==> src/rtl/mbist_march_ctrl.sv <==
`default_nettype none
////////////////////////////////////////////////////////////////////////////////
// mbist_march_ctrl : March C- memory BIST initiator with first-failure capture
// Rev 1.0
////////////////////////////////////////////////////////////////////////////////
module mbist_march_ctrl #(
  parameter int DATA_WIDTH = 8,
  parameter int ADDR_WIDTH = 8,
  parameter int CAPACITY   = 255,
  parameter int CNT_WIDTH  = 16
) (
  input  logic                  clk,
  input  logic                  rst_n,
  input  logic                  start,
  output logic                  busy,
  output logic                  done,
  output logic                  fail,
  output logic [CNT_WIDTH-1:0]  fail_count,
  output logic [ADDR_WIDTH-1:0] fail_addr,
  output logic [DATA_WIDTH-1:0] fail_data,
  output logic [2:0]            fail_elem,
  output logic                  mem_write_read,
  output logic [ADDR_WIDTH-1:0] mem_address,
  output logic [DATA_WIDTH-1:0] mem_wdata,
  input  logic [DATA_WIDTH-1:0] mem_rdata
);

  typedef enum logic [2:0] {
    S_IDLE  = 3'd0,
    S_SETUP = 3'd1,
    S_RUN   = 3'd2,
    S_DRAIN = 3'd3,
    S_DONE  = 3'd4
  } state_t;

  localparam logic [ADDR_WIDTH-1:0] ADDR_LAST = ADDR_WIDTH'(CAPACITY);
  localparam logic [ADDR_WIDTH-1:0] ADDR_ONE  = ADDR_WIDTH'(1);
  localparam logic [CNT_WIDTH-1:0]  CNT_ONE   = CNT_WIDTH'(1);
  localparam logic [DATA_WIDTH-1:0] BG_ONES   = '1;
  localparam logic [2:0]            ELEM_LAST = 3'd5;

  function automatic logic elem_down(input logic [2:0] e);
    return (e == 3'd3) || (e == 3'd4);
  endfunction

  function automatic logic elem_rw(input logic [2:0] e);
    return (e != 3'd0) && (e != ELEM_LAST);
  endfunction

  function automatic logic [DATA_WIDTH-1:0] elem_wbg(input logic [2:0] e);
    return ((e == 3'd1) || (e == 3'd3)) ? BG_ONES : '0;
  endfunction

  function automatic logic [DATA_WIDTH-1:0] elem_rbg(input logic [2:0] e);
    return ((e == 3'd2) || (e == 3'd4)) ? BG_ONES : '0;
  endfunction

  function automatic logic [ADDR_WIDTH-1:0] elem_first(input logic [2:0] e);
    return elem_down(e) ? ADDR_LAST : '0;
  endfunction

  function automatic logic [ADDR_WIDTH-1:0] elem_final(input logic [2:0] e);
    return elem_down(e) ? '0 : ADDR_LAST;
  endfunction

  state_t                state_q, state_d;
  logic [2:0]            elem_q, elem_d;
  logic [ADDR_WIDTH-1:0] addr_q, addr_d;
  logic [DATA_WIDTH-1:0] wdata_q, wdata_d;
  logic                  we_q, we_d;
  logic                  phase_q, phase_d;
  logic                  drain_q, drain_d;
  logic                  busy_q, busy_d;
  logic                  done_q, done_d;
  logic                  fail_q, fail_d;
  logic [CNT_WIDTH-1:0]  fail_count_q, fail_count_d;
  logic [ADDR_WIDTH-1:0] fail_addr_q, fail_addr_d;
  logic [DATA_WIDTH-1:0] fail_data_q, fail_data_d;
  logic [2:0]            fail_elem_q, fail_elem_d;
  logic                  p1_vld_q, p1_vld_d, p2_vld_q, p2_vld_d;
  logic [DATA_WIDTH-1:0] p1_exp_q, p1_exp_d, p2_exp_q, p2_exp_d;
  logic [ADDR_WIDTH-1:0] p1_addr_q, p1_addr_d, p2_addr_q, p2_addr_d;
  logic [2:0]            p1_elem_q, p1_elem_d, p2_elem_q, p2_elem_d;
  logic                  mismatch;

  // All registers hold the values for the cycle being computed, so the memory
  // bus outputs come straight from flops and line up with state_q.
  always_comb begin
    state_d      = state_q;
    elem_d       = elem_q;
    addr_d       = addr_q;
    wdata_d      = wdata_q;
    we_d         = we_q;
    phase_d      = phase_q;
    drain_d      = drain_q;
    busy_d       = busy_q;
    done_d       = done_q;
    fail_d       = fail_q;
    fail_count_d = fail_count_q;
    fail_addr_d  = fail_addr_q;
    fail_data_d  = fail_data_q;
    fail_elem_d  = fail_elem_q;

    p1_vld_d  = (state_q == S_RUN) && !we_q;
    p1_exp_d  = elem_rbg(elem_q);
    p1_addr_d = addr_q;
    p1_elem_d = elem_q;
    p2_vld_d  = p1_vld_q;
    p2_exp_d  = p1_exp_q;
    p2_addr_d = p1_addr_q;
    p2_elem_d = p1_elem_q;

    mismatch = p2_vld_q && (mem_rdata != p2_exp_q);
    if (mismatch) begin
      fail_d = 1'b1;
      if (fail_count_q != '1) fail_count_d = fail_count_q + CNT_ONE;
      if (!fail_q) begin
        fail_addr_d = p2_addr_q;
        fail_data_d = mem_rdata;
        fail_elem_d = p2_elem_q;
      end
    end

    case (state_q)
      S_IDLE, S_DONE: begin
        if (start) begin
          state_d      = S_SETUP;
          elem_d       = 3'd0;
          addr_d       = elem_first(3'd0);
          wdata_d      = elem_wbg(3'd0);
          we_d         = 1'b0;
          phase_d      = 1'b0;
          busy_d       = 1'b1;
          done_d       = 1'b0;
          fail_d       = 1'b0;
          fail_count_d = '0;
          fail_addr_d  = '0;
          fail_data_d  = '0;
          fail_elem_d  = 3'd0;
        end
      end
      S_SETUP: begin
        state_d = S_RUN;
        phase_d = 1'b0;
        we_d    = (elem_q == 3'd0);
      end
      S_RUN: begin
        if (elem_rw(elem_q) && !phase_q) begin
          phase_d = 1'b1;
          we_d    = 1'b1;
        end else if (addr_q == elem_final(elem_q)) begin
          phase_d = 1'b0;
          we_d    = 1'b0;
          if (elem_q == ELEM_LAST) begin
            state_d = S_DRAIN;
            drain_d = 1'b0;
          end else begin
            state_d = S_SETUP;
            elem_d  = elem_q + 3'd1;
            addr_d  = elem_first(elem_q + 3'd1);
            wdata_d = elem_wbg(elem_q + 3'd1);
          end
        end else begin
          phase_d = 1'b0;
          we_d    = (elem_q == 3'd0);
          addr_d  = elem_down(elem_q) ? addr_q - ADDR_ONE : addr_q + ADDR_ONE;
        end
      end
      S_DRAIN: begin
        drain_d = 1'b1;
        if (drain_q) begin
          state_d = S_DONE;
          busy_d  = 1'b0;
          done_d  = 1'b1;
        end
      end
      default: state_d = S_IDLE;
    endcase
  end

  always_ff @(posedge clk or negedge rst_n) begin
    if (!rst_n) begin
      state_q      <= S_IDLE;
      elem_q       <= 3'd0;
      addr_q       <= '0;
      wdata_q      <= '0;
      we_q         <= 1'b0;
      phase_q      <= 1'b0;
      drain_q      <= 1'b0;
      busy_q       <= 1'b0;
      done_q       <= 1'b0;
      fail_q       <= 1'b0;
      fail_count_q <= '0;
      fail_addr_q  <= '0;
      fail_data_q  <= '0;
      fail_elem_q  <= 3'd0;
      p1_vld_q     <= 1'b0;
      p1_exp_q     <= '0;
      p1_addr_q    <= '0;
      p1_elem_q    <= 3'd0;
      p2_vld_q     <= 1'b0;
      p2_exp_q     <= '0;
      p2_addr_q    <= '0;
      p2_elem_q    <= 3'd0;
    end else begin
      state_q      <= state_d;
      elem_q       <= elem_d;
      addr_q       <= addr_d;
      wdata_q      <= wdata_d;
      we_q         <= we_d;
      phase_q      <= phase_d;
      drain_q      <= drain_d;
      busy_q       <= busy_d;
      done_q       <= done_d;
      fail_q       <= fail_d;
      fail_count_q <= fail_count_d;
      fail_addr_q  <= fail_addr_d;
      fail_data_q  <= fail_data_d;
      fail_elem_q  <= fail_elem_d;
      p1_vld_q     <= p1_vld_d;
      p1_exp_q     <= p1_exp_d;
      p1_addr_q    <= p1_addr_d;
      p1_elem_q    <= p1_elem_d;
      p2_vld_q     <= p2_vld_d;
      p2_exp_q     <= p2_exp_d;
      p2_addr_q    <= p2_addr_d;
      p2_elem_q    <= p2_elem_d;
    end
  end

  assign busy           = busy_q;
  assign done           = done_q;
  assign fail           = fail_q;
  assign fail_count     = fail_count_q;
  assign fail_addr      = fail_addr_q;
  assign fail_data      = fail_data_q;
  assign fail_elem      = fail_elem_q;
  assign mem_write_read = we_q;
  assign mem_address    = addr_q;
  assign mem_wdata      = wdata_q;

endmodule
`default_nettype wire

==> config.mk <==
export PLATFORM = sky130hd
export DESIGN_NAME = mbist_march_ctrl
export DESIGN_NICKNAME = d
export VERILOG_FILES = /design/src/rtl/mbist_march_ctrl.sv
export SDC_FILE = /design/constraint.sdc
export NUM_CORES = 1
export LEC_CHECK = 0
export ABC_AREA = 1
export CAP_MARGIN = 20
export CORE_UTILIZATION = 35
export CTS_BUF_LIST = sky130_fd_sc_hd__clkbuf_4 sky130_fd_sc_hd__clkbuf_8 sky130_fd_sc_hd__clkbuf_16
export CTS_CLUSTER_DIAMETER = 200
export CTS_CLUSTER_SIZE = 14
export DETAILED_ROUTE_END_ITERATION = 10
export GPL_ROUTABILITY_DRIVEN = 0
export PLACE_DENSITY_LB_ADDON = 0.1
export SLEW_MARGIN = 0
export SYNTH_ARGS = -nofsm -noshare
export SYNTH_HDL_FRONTEND = slang
export SYNTH_SLANG_ARGS = --single-unit
==> constraint.sdc <==
create_clock -name clk -period 5.5 [get_ports clk]
set_input_delay 0.55 -clock clk [delete_from_list [all_inputs] [get_ports clk]]
set_output_delay 0.55 -clock clk [all_outputs]
set_load 0.02 [all_outputs]
==> results.md, run 1 <==
Clock network:
- Buffers inserted to repair hold after CTS numbered 0.
- The number of setup buffers added after CTS is 0.
- The clock-pin slew on the worst setup and hold paths is 0.06 ns.
- The later pin in the worst-skew pair is clocked with a latency of between 0.3 and 0.4 ns.
- Clock tree synthesis inserted a total of 9 buffers.
- Once the clock tree was built, the resizer swapped 0 gates to a different size.
- TritonCTS built the clock tree.
- The H-tree depth reported by CTS is 3.
- Counting along the longest clock path gives a buffer depth of 2.
- The cell sitting at the root of the clock tree is a sky130_fd_sc_hd__clkbuf_16.
- CTS saw 82 sinks.

Worst hold path:
- The path class of the tightest hold or removal check is input pin to asynchronous set/reset pin.

Run:
- Max-cap violations in this run came to 0.

Power and ir drop:
- The ratio of total power to cell area is 425 nW/um^2.
- The switching power as a share of total power is 36.5%.
- The share of power burned in registers is 36.3%.
- The clock network power share is approximately 28%.
- For this design the total switching power over the nets is ~810 uW.
- Summed over all cells, the static leakage comes to between 2 and 3 nW.
- The internal power component is ~1.4 mW.
- The logic gate share of total power is 35.6%.
- Across the VDD grid, the largest voltage drop is just over 200 uV.

Detailed routing:
- The detail-routed via count per cell is 4.77.
- For this run, design rule violations remaining after detail routing come to 14.
- Dividing the detail-routed wire length by the instance count gives between 10 and 15 microns.
- The detailed-routing iteration count for the pre-antenna-repair pass is 8.
- The total routed wirelength is 9240 microns.
- The number of nets still failing antenna checks after routing is 0.
- For this block, the initial DRC count from the detailed router was about 300.
- The detailed-route via count is 3428.

Critical path:
- The signal on the critical path passes through inv_1, ha_1, inv_1, nand2_2, nand2_2, inv_1, ha_1, nand2_1, nor3_4, nand3_4, nand2_4, nand2_2, nor2_4, inv_2, nand2_1, nand2_1.
- The number of cells on the worst reg-to-reg path is 16.
- The beginning of the worst register-to-register path is elem_q[0].
- The peak per-stage delay on the critical path is about 0.43 ns.
- The worst path arrival time is ~3.1 ns.
- Tracing the worst setup path back leads to its startpoint at elem_q[0].
- The register-to-register setup slack is 2.60 ns.
- The critical path startpoint category is a flip-flop.
- In this run the worst path has a maximum fanout of 10.
- The critical path is of the flip-flop to flip-flop type.
- The master of the slowest instance on the critical path is sky130_fd_sc_hd__dfrtp_1.
- The worst flop-to-flop path endpoint is elem_q[1].
- The destination of the critical timing path is elem_q[1].
- The category of the worst setup path capture point is a flip-flop.
- The required time of the worst setup path is between 5 and 6 ns.

Yosys:
- The share of the yosys chip area belonging to registers is approximately 50%.
- The share of synthesized registers carrying an async set or reset is 100%.
- Summing every instance area after synthesis gives roughly 4200 sq um.
- Counting flops and latches in the post-synthesis netlist gives 82.
- Ranked by total cell area, the synthesized netlist is headed by sky130_fd_sc_hd__dfrtp_1 (49%), sky130_fd_sc_hd__nand2_1 (11%), sky130_fd_sc_hd__nor2_1 (7.0%), sky130_fd_sc_hd__inv_1 (4.8%), sky130_fd_sc_hd__nand3_1 (4.2%).
- The number of warnings reported in the yosys synthesis log is 0.
- The post-synthesis net count is between 500 and 600.
- The mean area per synthesized cell is ~8.1 sq um.
- Counting every instance in the synthesized netlist gives ~510.
- In this run, synthesis inferred 0 flip-flops with an integrated enable.
- In the synthesized netlist the dominant register cell turns out to be sky130_fd_sc_hd__dfrtp_1.
- sky130_fd_sc_hd__dfrtp_1 takes more of the synthesized area than any other cell.
- Synthesis instantiated 36 different standard cells from the library.
- Summed over its instances, the top area cell type makes up about half of the synthesized netlist area.

Placed design:
- Before CTS, the worst setup slack after placement is ~2.6 ns.
- The count of buffers added on input and output ports is 65.
- The placed instances occupy a cell area of between 4000 and 5000 sq um.
- The total placed cells including tap cells is roughly 700.
- The wire-length estimate of the detail-placed layout is approximately 6600 microns.

Timing:
- The final critical-path required period is 2.90 ns.
- The count of final setup violators is 0.
- The setup slack after layout is 2.60 ns.
- The final total negative setup slack is 0 ns.
- Based on the critical path, the design can be clocked at up to roughly 0.35 GHz.
- For the final database, setup skew stands at around 0.0084 ns.
- The tightest slew margin relative to the limit is between 40% and 50%.
- The count of pins over their slew limit is 0.
- For the pin with the worst max-slew slack, the measured transition is between 0.7 and 0.8 ns.
- Setup repair after global routing left no endpoint under its margin.
- The final critical-path share of the clock period is between 50% and 60%.
- The count of final hold-check violations is 0.

Global route:
- The global-route usage over all layers is between 10% and 20%.
- Entering global routing, the biggest net connects 83 pins.
- For met3 alone, demand over resource in global routing was 2.52%.
- The most crowded layer after global routing is met2.
- For met2 alone, demand over resource in global routing was around a quarter.
- The global-route wire length before repair is roughly 16000 microns.
- The number of global-route vias before repair came to roughly 3400.
- The number of antenna violations at the first check in global routing is 0.
- Global routing used between 20% and 30% of the available met1 tracks.
- After global routing the overflow that remains totals 0.

Final layout:
- The area of all placed cells without fillers is approximately 5200 sq um.
- The area growth from synthesis to layout is 25.4%.
- The share of cells above drive strength 1 is a little under 8%.
- The final antenna diode count is 0.
- The final standard cell utilization of the core is a little under half.
- The number of nets in the layout is approximately 600.
- The sequential standard cell area is 2050 sq um.
- The non-filler instance count after layout is a little over 700.
- The filler cells instantiated in the layout total 1150.
- The area taken by multi-input logic gates is approximately 1800 sq um.

Floorplanning:
- In this run the core area contains 39 standard-cell rows.
- The placeable core region is between 10000 and 15000 sq um.
- The initial core utilization is a little over a third.
- The overall die area is between 10000 and 15000 sq um.
- 66 I/O pins were placed.
- In this run the horizontal extent of the chip is ~110 microns.
- In this run the vertical extent of the chip is 111 microns.

Status:
- The flow ran to the end, but the final reports show violations.
- The final reports fail on design-rule violations.
## cells in the mapped netlist, drive strengths merged, types with 4 or more instances
cell	instances
nor3	9
xor2	4
nand3	38
nand4	9
inv	58
nor2	81
a21oi	12
ha	12
nand2	130
clkbuf	5
dfrtp	82
o21ai	43
buf	12
## state kept, by name, indices dropped and copies added, names as in the netlist, 3 cells and up
register     flops
elem_q           3
fail_addr        8
fail_count      16
fail_data        8
fail_elem        3
mem_address      8
p1_addr_q        8
p1_elem_q        3
p2_addr_q        8
p2_elem_q        3
state_q          3
## cell usage in the layout, fill, tap and decap left out, types with 3 or more instances in the layout
master | netlist | final
sky130_fd_sc_hd__inv_2 | 5 | 5
sky130_fd_sc_hd__clkinv_2 | 0 | 3
sky130_fd_sc_hd__nor2_1 | 77 | 77
sky130_fd_sc_hd__nand2_2 | 7 | 7
sky130_fd_sc_hd__o21ai_0 | 33 | 33
sky130_fd_sc_hd__a22oi_1 | 3 | 3
sky130_fd_sc_hd__dfrtp_1 | 82 | 82
sky130_fd_sc_hd__nand2_1 | 120 | 120
sky130_fd_sc_hd__o21ai_1 | 9 | 9
sky130_fd_sc_hd__clkbuf_16 | 0 | 9
sky130_fd_sc_hd__nand3_1 | 35 | 35
sky130_fd_sc_hd__inv_1 | 53 | 53
sky130_fd_sc_hd__xor2_1 | 4 | 4
sky130_fd_sc_hd__a21oi_1 | 12 | 12
sky130_fd_sc_hd__ha_1 | 12 | 12
sky130_fd_sc_hd__nor3_1 | 7 | 7
sky130_fd_sc_hd__nand2_4 | 3 | 3
sky130_fd_sc_hd__nand4_1 | 9 | 9
sky130_fd_sc_hd__clkdlybuf4s50_1 | 0 | 64
## kinds of logic (layout without fill, tap and decap cells)
logic type | count (synthesis) | in the layout | synth area share (%)
xor+xnor | 6 | 6 | 1.26
buf+inv | 75 | 140 | 7.86
flops | 82 | 82 | 49.4
fa+ha+maj | 13 | 13 | 4.10
compound gates | 62 | 62 | 7.98
simple gates | 273 | 273 | 29.4
## critical path, delay by kind of cell (launching register included)
| kind | cells | cell delay, ns |
|---|---|---|
| fa+ha+maj | 2 | 0.61 |
| simple gates | 10 | 1.31 |
| flops | 1 | 0.43 |
| buf+inv | 4 | 0.43 |
## power groups by stage
| stage | Combinational (mW) | Clock [mW] | Sequential [mW] |
|---|---|---|---|
| after floorplan | 0.470 | 0 | 0.877 |
| after global placement | 0.783 | 0 | 0.815 |
| after detailed placement | 0.791 | 0 | 0.815 |
| after CTS | 0.796 | 0.636 | 0.806 |
| after global routing | 0.877 | 0.659 | 0.822 |
| final | 0.788 | 0.621 | 0.803 |
## per-layer routing
metal	share of wire, %	wire, microns
met1	50	4620
met2	45	4120
met3	4.2	390
met4	1.1	106
met5	0	0
## stage by stage
stage	total power [mW]	hold slack, ns
after floorplan	1.35	0.254
after global placement	1.60	0.332
after detailed placement	1.61	0.335
after CTS	2.24	0.348
after global routing	2.36	0.230
final	2.21	0.188
## final cells by class
cell class | count | share of cell area, %
Timing Repair Buffer | 67 | 13.0
Multi-Input combinational cell | 354 | 34.1
Clock buffer | 9 | 4.32
Tap cell | 143 | 3.44
Inverter | 58 | 4.18
Clock inverter | 6 | 1.59
Sequential cell | 82 | 39.4
## how the worst min path moves through the flow
stage	endpoint	slack, ns	depth (start not counted)
floorplan	busy	0.25	0
global placement	p2_addr_q[3]	0.33	0
detailed placement	p2_addr_q[3]	0.33	0
CTS	p2_addr_q[2]	0.35	0
global route	fail_data[6]	0.23	1
finish	fail_data[4]	0.19	1
No activity file was read; power rests on OpenSTA's default activity.
==> run 2, diff against run 1 <==
- clock period: 5.5 -> 3 ns (I/O delays scaled with it)
==> run 2 against run 1 <==
  * The run still ends with design-rule violations left
  * Total power increased by 81%
  * Via count decreased by 1.6%
  * Critical path depth stayed put
  * Final area rose by 1.2%
  * Clock skew rose by 0.0032 ns
  * Global-route usage is essentially flat
  * Register-to-register slack got worse by 2.4 ns
  * Die area unchanged
  * Final cell count up 0.42%
  * Non-clock buffer count increased by 2
  * Routed wire length increased by 3.0%
  * Sequential share of layout area decreased by 0.43 points
==> results.md, run 2 (synthesized netlist as in run 1, its figures left out) <==
Power and ir drop:
- The total leakage power is 2.54 nW.
- The worst IR drop on VDD is 358 uV.
- Dividing total power by cell area gives a power density of around 760 nW/um^2.
- The total power after layout is roughly 4.0 mW.

Final layout:
- The number of nets in the layout is 598.
- The flip-flop count of the largest register after layout is 16.
- The area growth from synthesis to layout is 26.8%.
- In the final layout, the share of cells above drive strength 1 is ~9.0%.
- The count of filler cells inserted in the layout is between 1000 and 1500.
- Leaving out fill and tap cells, the most frequent cell in the layout is sky130_fd_sc_hd__nand2_1.
- The final antenna diode count is 0.
- In the layout the commonest cells are sky130_fd_sc_hd__nand2_1 (120), sky130_fd_sc_hd__dfrtp_1 (81), sky130_fd_sc_hd__nor2_1 (77), sky130_fd_sc_hd__clkdlybuf4s50_1 (64), sky130_fd_sc_hd__inv_1 (53).

Floorplanning:
- The I/O pin count is 66.
- The die height is roughly 110 microns.
- The floorplan step defined a die boundary enclosing roughly 12000 sq um.
- The initial core utilization is between 30% and 40%.
- The placeable core region is around 12000 sq um.
- The row count is 39.
- The die is about 110 microns wide.

Clock network:
- The buffer type at the clock tree root is sky130_fd_sc_hd__clkbuf_16.
- TritonCTS built the clock tree.
- The later pin in the worst-skew pair is clocked with a latency of ~0.34 ns.
- The H-tree depth reported by CTS is 3.
- The number of buffers created by CTS is 9.
- Counting along the longest clock path gives a buffer depth of 2.
- For this design, the sink count on the clock tree is around 80.
- After clock tree synthesis, the clock-pin slew on the worst setup and hold paths is about 0.070 ns.

Detailed routing:
- The total routed wirelength is 9520 microns.
- Across all layers, the routed design uses around 3400 vias.
- The DRC violation count after routing is 15.
- The detailed-routing iteration count for the pre-antenna-repair pass is 7.
- In this run the remaining antenna-violating nets after routing total 0.
- The number of DRC violations after detailed-routing iteration 0 is 230.
- Dividing the detail-routed via count by the number of cells gives approximately 4.7.
- Dividing the detail-routed wire length by the instance count gives approximately 13 microns.

Timing:
- After layout, the worst path uses approximately 92% of the clock period.
- The transition time at the pin with the least slew margin is roughly 0.76 ns.
- The post-route clock skew is roughly 0.012 ns.
- Subtracting the final worst setup slack from the clock period gives between 2 and 3 ns.
- In this run the tightest slew margin relative to its limit is between 40% and 50%.
- In the final timing run, aggregate negative setup slack is 0 ns.
- Based on the critical path, the design can be clocked at up to around 0.36 GHz.
- Setup slack on the critical path of the routed design comes to about 0.24 ns.
- The count of final setup violators is 0.
- The count of pins over their slew limit came to 0.
- The count of final hold-check violations was 0.
- Setup repair after global routing left no endpoint under its margin.

Status:
- The flow ran to the end, but the final reports show violations.
- The final reports fail on design-rule violations.

Critical path:
- The worst flop-to-flop path endpoint is elem_q[1].
- The number of cells on the worst reg-to-reg path is 16.
- The worst setup path is of the flip-flop to flip-flop kind.
- Tracing the worst setup path back leads to its startpoint at elem_q[0].
- The worst-path maximum fanout is 10.
- The worst path arrival time is 2.99 ns.
- The beginning of the worst register-to-register path is elem_q[0].
- The critical path startpoint category is a flip-flop.
- The required time of the worst setup path is 3.22 ns.
- The category of the worst setup path capture point is a flip-flop.
- The worst register-to-register path has a setup slack of 0.24 ns.

Global route:
- The largest net degree at the start of global routing is 83.
- The first global-routing pass estimated ~16000 microns of wire.
- In the global route stage, overall resource usage came out at 16.4%.
- The number of global-route vias before repair is 3262.
- The number of antenna violations at the first check in global routing is 0.
- Summed over all layers, the global routing overflow is 0.

Worst hold path:
- The worst hold path stage count is 0.
- In this run the worst hold path is classified as flip-flop to flip-flop.
- The startpoint of the worst hold path is p1_addr_q[7].
- The endpoint with the worst hold slack is p2_addr_q[7].

Placed design:
- The quantity of I/O buffers inserted on ports is 65.
- OpenSTA, run right after detailed placement, puts the worst setup slack at 0.241 ns.
- Summed over all nets, the half-perimeter wirelength after detailed placement is 6620 microns.

Run:
- The number of max-cap violations is 0.
## run 2: cell types whose count changed in the layout (fill, tap and decap cells not counted), sizes merged
cell,delta
clkinv,-2
dlygate4sd3,+1
bufinv,-2
clkbuf,+1
inv,+4
buf,+1
## run 2: layout make-up
cell class                 count  area (sq um)  area share (%)
clock buffer                  10           239            4.53
tap                          143           179            3.40
clock inverter                 6          53.8            1.02
timing repair buffer          69           701            13.3
multi-input combinational    354          1830            34.7
sequential                    82          2050            39.0
inverter                      58           218            4.13
## run 2: layer usage
layer,up-vias,share of wire (%),global-route usage [%]
met5,-,0,0
met4,0,1.5,5.48
met3,8,3.6,3.39
met2,64,43,24.1
met1,1554,52,23.9
li1,1748,-,-
## run 2: how the worst max path moves through the flow
stage                     cells past startpoint  slack, ns            to
after floorplan                              16       0.58  mem_wdata[6]
after global placement                       16       0.34     elem_q[1]
after detailed placement                     16       0.24  mem_wdata[6]
after CTS                                    16       0.24     elem_q[0]
after global routing                         16       0.01     elem_q[1]
final                                        16       0.24     elem_q[1]
## run 2: stage by stage
step                std cells  hold slack, ns  utilization [%]  instance area [sq um]
floorplan                 511         0.00441                -                   4160
global placement          704           0.334             42.4                   4890
detailed placement        704           0.335             42.4                   4890
CTS                       720           0.179             45.0                   5180
global route              722           0.347             45.8                   5270
finish                    722           0.342             45.8                   5270
## run 2: repair_timing
| action | 4_1_cts | 5_1_grt |
|---|---|---|
| buffers inserted | 0 | 0 |
| hold endpoints to repair | 0 | 14 |
| hold buffers | 0 | 1 |
| endpoints found under the setup margin | 0 | 3 |
| resized for setup | 0 | 5 |
## run 2: worst max-delay path: stages (launching register included)
cell                      delay, ns
sky130_fd_sc_hd__dfrtp_1       0.42
sky130_fd_sc_hd__inv_1         0.11
sky130_fd_sc_hd__ha_1          0.21
sky130_fd_sc_hd__inv_1         0.10
sky130_fd_sc_hd__nand2_2       0.08
sky130_fd_sc_hd__nand2_2       0.12
sky130_fd_sc_hd__inv_1         0.19
sky130_fd_sc_hd__ha_4          0.36
sky130_fd_sc_hd__nand2_1       0.12
sky130_fd_sc_hd__nor3_4        0.25
sky130_fd_sc_hd__nand3_4       0.18
sky130_fd_sc_hd__nand2_4       0.13
sky130_fd_sc_hd__nand2_2       0.08
sky130_fd_sc_hd__nor2_4        0.15
sky130_fd_sc_hd__inv_2         0.06
sky130_fd_sc_hd__nand2_1       0.05
sky130_fd_sc_hd__nand2_1       0.05
## run 2: power by group
part | leakage [nW] | internal, mW | switching [mW]
clock | 0.142 | 0.599 | 0.473
combinational | 1.29 | 0.552 | 0.911
sequential | 1.11 | 1.32 | 0.155
total | 2.54 | 2.47 | 1.54
==> run 3, diff against run 2 <==
- CELL_PAD_IN_SITES_DETAIL_PLACEMENT: default -> 0
- CELL_PAD_IN_SITES_GLOBAL_PLACEMENT: default -> 1
- CTS_CLUSTER_SIZE: 14 -> 16
==> run 3 against run 2 <==
  * Sequential share of layout area decreased by 0.39 points
  * Via count increased by 2.0%
  * Sequential power barely moved
  * Routed wire length rose by 5.2%
  * Maximum frequency up 0.12%
  * Combinational power is essentially flat
  * Critical endpoint is now elem_q[0]
  * Count of clock-buffer cells in the layout is 1 lower
  * Total power up 1.2%
  * The run still ends with design-rule violations left
==> results.md, run 3 (synthesized netlist as in run 1, its figures left out) <==
Status:
- The run finished, with violations left.
- The checks that failed: design-rule violations.

Critical path:
- The slowest stage of the critical path is the sky130_fd_sc_hd__dfrtp_2 cell.
- Walking the worst path, the cells encountered are inv_1, ha_1, inv_1, nand2_2, nand2_4, clkinvlp_4, buf_12, ha_1, nand2_1, nor3_4, nand3_4, nand2_4, nand2_2, nor2_4, inv_2, nand2_1, nand2_1.
- Counting both buffers and inverters, the worst setup path holds a total of 5.
- The critical path startpoint category is a flip-flop.
- The most numerous cell type found on the critical path is sky130_fd_sc_hd__nand2_1.
- The worst-path maximum fanout is 6.
- At the worst endpoint, the arrival time is around 3 ns.
- In this design, the largest share of critical-path delay is due to simple AND/OR/NAND/NOR gates.
- The required time of the worst setup path is ~3.2 ns.
- The worst setup path is of the flip-flop to flip-flop kind.
- The peak per-stage delay on the critical path is 0.41 ns.
- The category of the worst setup path capture point is a flip-flop.

Clock network:
- The largest buffer count on any clock path is 2.
- CTS saw slightly above 80 sinks.
- In this run, CTS created clock tree buffers numbering 9.
- After clock tree synthesis, the clock-pin slew on the worst setup and hold paths is about 0.07 ns.
- Clock latency on the worst-skew pair, taken at its later pin, is ~0.34 ns.
- The buffer type at the clock tree root is sky130_fd_sc_hd__clkbuf_16.
- In this run the number of H-tree levels came out at 3.
- TritonCTS built the clock tree.

Final layout:
- The non-filler instance count after layout is approximately 730.
- The finished cells cover 5330 sq um.
- The share of cells above drive strength 1 is 10.3%.
- The register with the most flip-flops in the layout has 16 of them.
- The number of nets in the layout is 604.
- Leaving out fill and tap cells, the most frequent cells in the layout are sky130_fd_sc_hd__nand2_1 (120), sky130_fd_sc_hd__dfrtp_1 (80), sky130_fd_sc_hd__nor2_1 (77), sky130_fd_sc_hd__clkdlybuf4s50_1 (64), sky130_fd_sc_hd__inv_1 (52).
- The final antenna diode count is 0.
- The area growth from synthesis to layout is 28.2%.
- Leaving out fill and tap cells, the most frequent cell in the layout is sky130_fd_sc_hd__nand2_1.

Global route:
- Entering global routing, the biggest net connects 48 pins.
- The number of antenna violations at the first check in global routing is 0.
- For this run the aggregate overflow at the end of global routing stands at 0.
- The number of global-route vias before repair is about 3400.
- The first global-routing pass estimated about 17000 microns of wire.
- Global routing used around 17% of the available tracks.

Detailed routing:
- The detailed-routing iteration count for the pre-antenna-repair pass is 7.
- The number of nets still failing antenna checks after routing is 0.
- The final layout contains routed wiring with a total length of between 10000 and 15000 microns.
- The detail-routed via count per cell is 4.73.
- After detailed routing, the average wire length per cell comes to 13.8 microns.
- The detailed-route via count is 3440.
- After detailed routing, the number of remaining DRC violations is 16.
- In this run, the number of DRC markers left after iteration 0 of detailed routing was ~240.

Power and ir drop:
- The switching power as a share of total power is around 39%.
- The logic gate share of total power is 36.4%.
- Summed over all nets, the switching power comes to 1.59 mW.
- The share of power burned in registers is between 30% and 40%.
- Cell internal power was estimated by the tool at around 2.5 mW.
- Dividing total power by cell area gives a power density of ~760 nW/um^2.
- The total leakage power is around 2.6 nW.
- Across the VDD grid, the largest voltage drop is 518 uV.
- The clock network burns 27.3% of the power.

Timing:
- For the pin with the worst max-slew slack, the measured transition is around 0.8 ns.
- The post-route clock skew is 0.00634 ns.
- The worst path uses 92.0% of the clock period.
- The count of pins over their slew limit is 0.
- The tightest slew margin relative to the limit is between 40% and 50%.
- The count of final setup violators is 0.
- The count of final hold-check violations is 0.
- Derived from the worst setup path, the maximum achievable clock frequency is 0.362 GHz.
- The final critical-path required period is around 2.8 ns.

Placed design:
- The quantity of I/O buffers inserted on ports is 65.
- The total placed cells including tap cells is 706.
- Summing all placed instances gives a cell area of between 4000 and 5000 sq um.
- The HPWL reported at the end of detailed placement is approximately 7000 microns.

Floorplanning:
- The die covers 12300 sq um.
- The I/O pin count is 66.
- The initial utilization of the core area, before any placement, comes to around 36%.
- The die height is roughly 110 microns.
- The die is approximately 110 microns wide.
- The floorplan has 39 rows.
- The region available for standard cell placement spans about 12000 sq um.

Worst hold path:
- The class of the most critical hold timing path is flip-flop to flip-flop.

Run:
- The number of max-cap violations is 0.
-- run 3: cell count changes in the layout (fill, tap and decap cells not counted), sizes merged --
cell	delta
clkinv	+1
clkbuf	-1
buf	+6
-- run 3: area by class of cell --
| cell class | instances | area, sq um |
|---|---|---|
| sequential | 82 | 2050 |
| clock inverter | 7 | 76.3 |
| timing repair buffer | 75 | 738 |
| multi-input combinational | 354 | 1830 |
| tap | 143 | 179 |
| fill | 1132 | 6190 |
| clock buffer | 9 | 225 |
| inverter | 58 | 221 |
-- run 3: final timing paths --
path	to	from	slack, ns	cells after the start
worst max-delay path	elem_q[0]	elem_q[0]	0.24	17
worst min-delay path	p2_vld_q	p1_vld_q	0.35	0
worst max register to register	elem_q[0]	elem_q[0]	0.24	17
worst min register to register	p2_vld_q	p1_vld_q	0.35	0
max in group asynchronous	elem_q[0]	rst_n	1.78	3
min in group asynchronous	fail_data[4]	rst_n	0.51	2
-- run 3: power groups by stage --
stage / Sequential, mW / Clock (mW) / Combinational (mW)
6_report: 1.47 / 1.11 / 1.48
3_5_place_dp: 1.49 / 0 / 1.48
4_1_cts: 1.47 / 1.14 / 1.49
5_1_grt: 1.50 / 1.19 / 1.66
3_3_place_gp: 1.48 / 0 / 1.47
2_1_floorplan: 1.61 / 0 / 0.861
-- run 3: through the flow --
stage / setup slack, ns / setup TNS [ns] / util, % / power, mW / hold slack (ns)
after floorplan: 0.579 / 0 / - / 2.47 / 0.00441
after global placement: 0.334 / 0 / 42.6 / 2.95 / 0.332
after detailed placement: 0.199 / 0 / 42.6 / 2.97 / 0.335
after CTS: 0.199 / 0 / 45.3 / 4.10 / 0.351
after global routing: -0.000225 / -0.000225 / 46.3 / 4.36 / 0.360
final: 0.241 / 0 / 46.3 / 4.05 / 0.349
-- run 3: repair_timing --
action | in CTS | in global routing
hold buffers | 1 | 0
hold endpoints to repair | 45 | 0
setup endpoints to repair | 0 | 8
setup buffers | 0 | 5
gates resized for setup | 0 | 8
-- run 3: metal layers --
metal / track usage [%] / up-vias / part of all wire (%)
li1: - / 1766 / -
met1: 24.2 / 1587 / 50
met2: 26.2 / 75 / 44
met3: 3.88 / 12 / 4.4
met4: 6.67 / 0 / 1.5
met5: 0 / - / 0
-- run 3: worst register-to-register path, stage by stage (launching register included) --
cell,delay [ns]
sky130_fd_sc_hd__dfrtp_2,0.41
sky130_fd_sc_hd__inv_1,0.10
sky130_fd_sc_hd__ha_1,0.20
sky130_fd_sc_hd__inv_1,0.10
sky130_fd_sc_hd__nand2_2,0.09
sky130_fd_sc_hd__nand2_4,0.12
sky130_fd_sc_hd__clkinvlp_4,0.12
sky130_fd_sc_hd__buf_12,0.15
sky130_fd_sc_hd__ha_1,0.31
sky130_fd_sc_hd__nand2_1,0.10
sky130_fd_sc_hd__nor3_4,0.24
sky130_fd_sc_hd__nand3_4,0.15
sky130_fd_sc_hd__nand2_4,0.12
sky130_fd_sc_hd__nand2_2,0.08
sky130_fd_sc_hd__nor2_4,0.18
sky130_fd_sc_hd__inv_2,0.06
sky130_fd_sc_hd__nand2_1,0.07
sky130_fd_sc_hd__nand2_1,0.05
